### config.mk
export PLATFORM = sky130hd
export DESIGN_NAME = sram_arbiter_2port_flat
export DESIGN_NICKNAME = d
export VERILOG_FILES = /design/src/rtl/sram_arbiter_2port_if.sv /design/src/rtl/sram_arbiter_2port.sv /design/src/flat_wrapper.sv
export SDC_FILE = /design/constraint.sdc
export NUM_CORES = 1
export LEC_CHECK = 0
export ABC_AREA = 1
export BUFFER_PORTS_ARGS = -buffer_cell sky130_fd_sc_hd__buf_2
export CORE_MARGIN = 8
export CORE_UTILIZATION = 46
export CTS_CLUSTER_DIAMETER = 120
export CTS_CLUSTER_SIZE = 25
export DETAILED_ROUTE_END_ITERATION = 6
export PLACE_DENSITY = 0.83
export SLEW_MARGIN = 20
export SYNTH_ARGS = -nofsm -noshare
export SYNTH_HDL_FRONTEND = slang
export SYNTH_SLANG_ARGS = --single-unit
### constraint.sdc
create_clock -name sram_clock -period 1.4 [get_ports sram_clock]
set_input_delay 0.07 -clock sram_clock [delete_from_list [all_inputs] [get_ports sram_clock]]
set_output_delay 0.07 -clock sram_clock [all_outputs]
set_load 0.1 [all_outputs]
### src/rtl/sram_arbiter_2port_if.sv
// sram_arbiter_2port_if: client-side bundle for the two-port SRAM arbiter.
// Port 0 and port 1 each carry a req/ack request channel (rnw, addr, wdata)
// and a read-return channel (rvalid, rdata). Masters drive requests; the
// arbiter (slave) returns acks and read data.
interface sram_arbiter_2port_if #(
  parameter int ADDR_W = 16,
  parameter int DATA_W = 8
);
  logic              req0;
  logic              rnw0;
  logic [ADDR_W-1:0] addr0;
  logic [DATA_W-1:0] wdata0;
  logic              ack0;
  logic              rvalid0;
  logic [DATA_W-1:0] rdata0;

  logic              req1;
  logic              rnw1;
  logic [ADDR_W-1:0] addr1;
  logic [DATA_W-1:0] wdata1;
  logic              ack1;
  logic              rvalid1;
  logic [DATA_W-1:0] rdata1;

  modport master (
    output req0, rnw0, addr0, wdata0,
    output req1, rnw1, addr1, wdata1,
    input  ack0, rvalid0, rdata0,
    input  ack1, rvalid1, rdata1
  );

  modport slave (
    input  req0, rnw0, addr0, wdata0,
    input  req1, rnw1, addr1, wdata1,
    output ack0, rvalid0, rdata0,
    output ack1, rvalid1, rdata1
  );
endinterface

### src/rtl/sram_arbiter_2port.sv
// sram_arbiter_2port: two-requester arbiter/sequencer for a single-port
// synchronous SRAM with a 1-cycle registered read.
// Grant in cycle C (combinational ack), SRAM command registered in C+1,
// read data returned with a one-cycle rvalid pulse in C+2.
// Optional macro SRAM_ARBITER_ROUND_ROBIN_EN: round-robin on contention
// (last_grant register). Without it, port 0 has fixed priority.
module sram_arbiter_2port #(
  parameter int ADDR_W = 16,
  parameter int DATA_W = 8
) (
  input  logic              sram_clock,
  input  logic              reset,
  input  logic              arb_enable,
  sram_arbiter_2port_if.slave bus,
  output logic              sram_select,
  output logic              sram_read_not_write,
  output logic              sram_write_enable,
  output logic [ADDR_W-1:0] sram_address,
  output logic [DATA_W-1:0] sram_write_data,
  input  logic [DATA_W-1:0] sram_data_out
);

  logic              w_grant0;
  logic              w_grant1;
  logic              w_any_grant;
  logic              w_win_rnw;
  logic [ADDR_W-1:0] w_win_addr;
  logic [DATA_W-1:0] w_win_wdata;
  logic              w_rvalid0;
  logic              w_rvalid1;

  logic              r_select;
  logic              r_rnw;
  logic              r_we;
  logic [ADDR_W-1:0] r_addr;
  logic [DATA_W-1:0] r_wdata;

  // read tag pipeline: {valid, port} for the command in C+1 and C+2
  logic              r_tag1_v;
  logic              r_tag1_p;
  logic              r_tag2_v;
  logic              r_tag2_p;

  logic [DATA_W-1:0] r_rdata0;
  logic [DATA_W-1:0] r_rdata1;

`ifdef SRAM_ARBITER_ROUND_ROBIN_EN
  // 1'b1 means port 1 was granted most recently
  logic              r_last_grant;
`endif

  // Grant decision and winner request mux; acks are gated by reset so they drop asynchronously.
  always_comb begin
    w_grant0    = 1'b0;
    w_grant1    = 1'b0;
    w_win_rnw   = 1'b0;
    w_win_addr  = {ADDR_W{1'b0}};
    w_win_wdata = {DATA_W{1'b0}};
    if (arb_enable && !reset) begin
`ifdef SRAM_ARBITER_ROUND_ROBIN_EN
      w_grant0 = bus.req0 & (~bus.req1 | r_last_grant);
      w_grant1 = bus.req1 & (~bus.req0 | ~r_last_grant);
`else
      w_grant0 = bus.req0;
      w_grant1 = bus.req1 & ~bus.req0;
`endif
    end else begin
      w_grant0 = 1'b0;
      w_grant1 = 1'b0;
    end
    if (w_grant1) begin
      w_win_rnw   = bus.rnw1;
      w_win_addr  = bus.addr1;
      w_win_wdata = bus.wdata1;
    end else begin
      w_win_rnw   = bus.rnw0;
      w_win_addr  = bus.addr0;
      w_win_wdata = bus.wdata0;
    end
  end

  assign w_any_grant = w_grant0 | w_grant1;
  assign bus.ack0    = w_grant0;
  assign bus.ack1    = w_grant1;

  // Register the winning request as the SRAM command; address/data hold when idle.
  always_ff @(posedge sram_clock or posedge reset) begin
    if (reset) begin
      r_select <= 1'b0;
      r_rnw    <= 1'b0;
      r_we     <= 1'b0;
      r_addr   <= {ADDR_W{1'b0}};
      r_wdata  <= {DATA_W{1'b0}};
    end else if (w_any_grant) begin
      r_select <= 1'b1;
      r_rnw    <= w_win_rnw;
      r_we     <= ~w_win_rnw;
      r_addr   <= w_win_addr;
      r_wdata  <= w_win_wdata;
    end else begin
      r_select <= 1'b0;
      r_we     <= 1'b0;
    end
  end

  assign sram_select         = r_select;
  assign sram_read_not_write = r_rnw;
  assign sram_write_enable   = r_we;
  assign sram_address        = r_addr;
  assign sram_write_data     = r_wdata;

  // Shift read tags alongside the SRAM pipeline so the return reaches the right port.
  always_ff @(posedge sram_clock or posedge reset) begin
    if (reset) begin
      r_tag1_v <= 1'b0;
      r_tag1_p <= 1'b0;
      r_tag2_v <= 1'b0;
      r_tag2_p <= 1'b0;
    end else begin
      r_tag1_v <= w_any_grant & w_win_rnw;
      r_tag1_p <= w_grant1;
      r_tag2_v <= r_tag1_v;
      r_tag2_p <= r_tag1_p;
    end
  end

  assign w_rvalid0   = r_tag2_v & ~r_tag2_p;
  assign w_rvalid1   = r_tag2_v &  r_tag2_p;
  assign bus.rvalid0 = w_rvalid0;
  assign bus.rvalid1 = w_rvalid1;

  // Capture returned data on rvalid so rdata holds the last read between pulses.
  always_ff @(posedge sram_clock or posedge reset) begin
    if (reset) begin
      r_rdata0 <= {DATA_W{1'b0}};
      r_rdata1 <= {DATA_W{1'b0}};
    end else begin
      if (w_rvalid0) begin
        r_rdata0 <= sram_data_out;
      end else begin
        r_rdata0 <= r_rdata0;
      end
      if (w_rvalid1) begin
        r_rdata1 <= sram_data_out;
      end else begin
        r_rdata1 <= r_rdata1;
      end
    end
  end

  // The SRAM output register is only valid in C+2, so it is passed straight through during the pulse.
  assign bus.rdata0 = w_rvalid0 ? sram_data_out : r_rdata0;
  assign bus.rdata1 = w_rvalid1 ? sram_data_out : r_rdata1;

`ifdef SRAM_ARBITER_ROUND_ROBIN_EN
  // Remember which port won last; reset favours port 0 on the first contention.
  always_ff @(posedge sram_clock or posedge reset) begin
    if (reset) begin
      r_last_grant <= 1'b1;
    end else if (w_grant0) begin
      r_last_grant <= 1'b0;
    end else if (w_grant1) begin
      r_last_grant <= 1'b1;
    end else begin
      r_last_grant <= r_last_grant;
    end
  end
`endif

endmodule

### src/flat_wrapper.sv
// flat-port wrapper written by rule: the top's interface ports become plain ports
module sram_arbiter_2port_flat 
#(
  parameter int ADDR_W = 16,
  parameter int DATA_W = 8
)
  (sram_clock, reset, arb_enable, sram_select, sram_read_not_write, sram_write_enable, sram_address, sram_write_data, sram_data_out, bus_req0, bus_rnw0, bus_addr0, bus_wdata0, bus_req1, bus_rnw1, bus_addr1, bus_wdata1, bus_ack0, bus_rvalid0, bus_rdata0, bus_ack1, bus_rvalid1, bus_rdata1);
  sram_arbiter_2port_if #(.ADDR_W(ADDR_W), .DATA_W(DATA_W)) bus_i ();
  input  logic sram_clock;
  input  logic reset;
  input  logic arb_enable;
  output logic sram_select;
  output logic sram_read_not_write;
  output logic sram_write_enable;
  output logic [ADDR_W-1:0] sram_address;
  output logic [DATA_W-1:0] sram_write_data;
  input  logic [DATA_W-1:0] sram_data_out;
  input wire logic [$bits(bus_i.req0)-1:0] bus_req0;
  input wire logic [$bits(bus_i.rnw0)-1:0] bus_rnw0;
  input wire logic [$bits(bus_i.addr0)-1:0] bus_addr0;
  input wire logic [$bits(bus_i.wdata0)-1:0] bus_wdata0;
  input wire logic [$bits(bus_i.req1)-1:0] bus_req1;
  input wire logic [$bits(bus_i.rnw1)-1:0] bus_rnw1;
  input wire logic [$bits(bus_i.addr1)-1:0] bus_addr1;
  input wire logic [$bits(bus_i.wdata1)-1:0] bus_wdata1;
  output wire logic [$bits(bus_i.ack0)-1:0] bus_ack0;
  output wire logic [$bits(bus_i.rvalid0)-1:0] bus_rvalid0;
  output wire logic [$bits(bus_i.rdata0)-1:0] bus_rdata0;
  output wire logic [$bits(bus_i.ack1)-1:0] bus_ack1;
  output wire logic [$bits(bus_i.rvalid1)-1:0] bus_rvalid1;
  output wire logic [$bits(bus_i.rdata1)-1:0] bus_rdata1;
  assign bus_i.req0 = bus_req0;
  assign bus_i.rnw0 = bus_rnw0;
  assign bus_i.addr0 = bus_addr0;
  assign bus_i.wdata0 = bus_wdata0;
  assign bus_i.req1 = bus_req1;
  assign bus_i.rnw1 = bus_rnw1;
  assign bus_i.addr1 = bus_addr1;
  assign bus_i.wdata1 = bus_wdata1;
  assign bus_ack0 = bus_i.ack0;
  assign bus_rvalid0 = bus_i.rvalid0;
  assign bus_rdata0 = bus_i.rdata0;
  assign bus_ack1 = bus_i.ack1;
  assign bus_rvalid1 = bus_i.rvalid1;
  assign bus_rdata1 = bus_i.rdata1;
  sram_arbiter_2port #(.ADDR_W(ADDR_W), .DATA_W(DATA_W)) u_core (.sram_clock(sram_clock), .reset(reset), .arb_enable(arb_enable), .bus(bus_i), .sram_select(sram_select), .sram_read_not_write(sram_read_not_write), .sram_write_enable(sram_write_enable), .sram_address(sram_address), .sram_write_data(sram_write_data), .sram_data_out(sram_data_out));
endmodule
==> results by group <==
Floorplanning
  • IO Pins: 110
  • Cell Rows: 25
  • Core box area: ~4700 µm²
  • Die width: ~85 µm
  • Die area: ~7300 µm²
  • Chip Height: 85.5 µm
  • Initial Util: 47.3%

Detailed routing
  • Detailed Routing Iterations Pass 1: 5
  • Post-DRT Antenna Nets: 0
  • Routed wire length: 6090 µm
  • Drt wl/cell: ~13 µm
  • Vias: 2126
  • DR iter-0 viols: 90
  • Post-route DRC: 0
  • Via/cell ratio: 4.61

Pwr
  • Peak VDD IR: 1.10 mV
  • Pleak: 1.98 nW
  • PD cells: around 1600 nW/µm²

Finish
  • Nets@finish: about 470
  • Area Overhead vs Synth: 55.8%
  • Layout cells sized above 1: 39.3%
  • Final core occ: 73.7%
  • Design area: 3460 µm²
  • N_diodes: 0

Worst setup path
  • Setup slack, reg-to-reg: roughly 0.26 ns
  • Max FO, Critical Path: 8
  • Slowest cell on crit path: dfrtp_1
  • Setup crit start kind: flop
  • Critical Path RT: 1.33 ns
  • Crit path capture type: output pin
  • Worst-path cell chain: or2_4, clkbuf_16, o21ai_4, buf_12
  • Top delay family on crit path: flip-flops
  • CP bufs+invs: 2
  • Critical setup path kind: flop to output pin
  • CP max stage delay: 0.39 ns
  • WP data arrival: 1.50 ns

Outcome
  • Run status: complete, but fails checks
  • Failing checks: setup timing

Synth
  • Yosys reg bits: 47
  • Net Count, Synth: about 360
  • Seq/Total Area, Yosys: 53.0%
  • Mapped cell area: 2220 µm²
  • Syn Inst Count: 293
  • Mean cell area of the mapped netlist: 7.58 µm²
  • Synth warn: 0
  • Synth cell types: 17

Global route
  • First-pass GRT wire length: between 10000 and 15000 µm
  • Initial antenna violation count: 0
  • Largest net degree at the start of global routing: 38
  • Vias in the first global route: 2254
  • GR Overflow Total: 0
  • Total track usage: 17.2%

Placement
  • RD Place Congestion: 0.763
  • IO Port Bufs: between 100 and 150
  • Placed Area: 3290 µm²
  • Detailed Place HPWL: 4650 µm

CTS
  • CTS tree: built
  • CTS Sinks: 47
  • H-Tree Level Count: 2
  • Clock slew at reported path FFs: 0.09 ns
  • Clk Latency, worst-skew pair: about 0.3 ns
  • Clk root buf: clkbuf_8
  • Post-CTS Setup Repair Bufs: 0
  • CTS Buf Count: 5
  • CTS Buffer Depth: 2

Timing
  • Post-route clock period utilization: 112%
  • Final count of negative-setup-slack endpoints: 17
  • Final critical-path required period: 1.57 ns
  • Clock Skew: 0.0118 ns
  • Setup ws final: -0.174 ns
  • Final hold viol count: 0
  • Least-Margin Pin Slew: 0.511 ns
  • Worst hold slack: 0.0199 ns
  • Rel. slew slack: 66.1%
  • Final max-slew violation count: 0
  • TNS Setup: -1.74 ns
  • RSZ-0062 raised after global routing: yes
  • Max frequency: roughly 0.64 GHz

Worst hold path
  • HP Class: input port to flop

Job
  • Max Cap Viol: 0
## flip-flops by register name (all words and copies together) (netlist names)
name,count
u_core.r_tag1_v,1
u_core.r_tag1_p,1
u_core.sram_read_not_write,1
u_core.r_tag2_p,1
u_core.r_rdata1,8
u_core.r_rdata0,8
u_core.sram_write_enable,1
u_core.sram_write_data,8
u_core.r_tag2_v,1
u_core.sram_select,1
u_core.sram_address,16
## worst paths after layout
path	from	end	cells past startpoint
max	u_core.r_tag2_p$_DFF_PP0_	bus_rdata0[1]	4
min	bus_req1	u_core.sram_select$_DFF_PP0_	3
max reg2reg	u_core.r_tag2_p$_DFF_PP0_	u_core.r_rdata0[1]$_DFF_PP0_	4
min reg2reg	u_core.r_tag1_p$_DFF_PP0_	u_core.r_tag2_p$_DFF_PP0_	0
max in group asynchronous	reset	u_core.sram_write_data[2]$_DFFE_PP0P_	4
min in group asynchronous	reset	u_core.sram_address[2]$_DFFE_PP0P_	3
## through the flow
step / setup slack [ns] / cells / total power [mW]
global placement: 0.202 / 450 / 4.59
CTS: -0.178 / 460 / 5.47
finish: -0.174 / 461 / 5.44
global route: -0.232 / 461 / 5.66
floorplan: -0.200 / 293 / 3.84
detailed placement: 0.167 / 450 / 4.63
## Yosys cell counts
| library cell | count | area (µm²) |
|---|---|---|
| buf_2 | 2 | 10.0 |
| dfrtp_1 | 47 | 1180 |
| nor2_1 | 1 | 3.75 |
| or2_1 | 1 | 6.26 |
| buf_6 | 6 | 67.6 |
| o21ai_0 | 40 | 200 |
| nor2_2 | 1 | 6.26 |
| nand2_2 | 1 | 6.26 |
| a21oi_2 | 1 | 8.76 |
| inv_2 | 3 | 11.3 |
| clkbuf_2 | 2 | 10.0 |
| inv_4 | 1 | 6.26 |
| a21oi_1 | 1 | 5.00 |
| nand2_1 | 117 | 439 |
| inv_1 | 65 | 244 |
| clkbuf_1 | 1 | 3.75 |
| nand3_1 | 3 | 15.0 |
## final cells by class
| class | instances | area (µm²) |
|---|---|---|
| Clock buffer | 5 | 68.8 |
| Clock inverter | 3 | 20.0 |
| Fill cell | 362 | 1230 |
| Inverter | 69 | 272 |
| Multi-Input combinational cell | 166 | 901 |
| Sequential cell | 47 | 1180 |
| Tap cell | 54 | 67.6 |
| Timing Repair Buffer | 117 | 953 |
## worst min-delay path, stage by stage
cell and delay, ns:
buf_2 0.10, inv_2 0.05, a21oi_2 0.07
## layout by cell type (no fill, tap or decap), drive strengths merged
cell | synthesis | final
nand3 | 3 | 3
a21oi | 2 | 2
dfrtp | 47 | 47
nor2 | 2 | 2
or2 | 1 | 1
buf | 8 | 114
dlygate4sd3 | 0 | 2
nand2 | 118 | 118
inv | 69 | 67
o21ai | 40 | 40
clkbuf | 3 | 6
clkinv | 0 | 1
clkinvlp | 0 | 4
## logic make-up (layout without fill, tap and decap cells)
group / count (synthesis) / in the layout / share of synthesized area (%)
and+or+nand+nor: 124 / 124 / 21.5
AOI/OAI and AO/OA: 42 / 42 / 9.64
DFF: 47 / 47 / 53.0
buffers and inverters: 80 / 194 / 15.9
## metal layers
metal / vias to the layer above / global-route usage (%) / wire [µm]
met1: 962 / 18.9 / 2490
met5: - / 0 / 0
met3: 11 / 4.44 / 372
li1: 1072 / - / -
met4: 0 / 7.80 / 105
met2: 81 / 30.3 / 3120
## power breakdown
| part | total [mW] | leakage (nW) | internal, mW | switching (mW) |
|---|---|---|---|---|
| combinational | 2.94 | 1.37 | 0.740 | 2.20 |
| sequential | 1.69 | 0.564 | 1.58 | 0.107 |
| clock | 0.807 | 0.0402 | 0.348 | 0.459 |
## what timing repair did
action,CTS,global route
gates resized for setup,8,4
hold endpoints to repair,10,0
hold buffers,2,0
setup endpoints to repair,17,18
cloned,0,1
pin swaps,0,0
(Power assumes the default switching activity.)
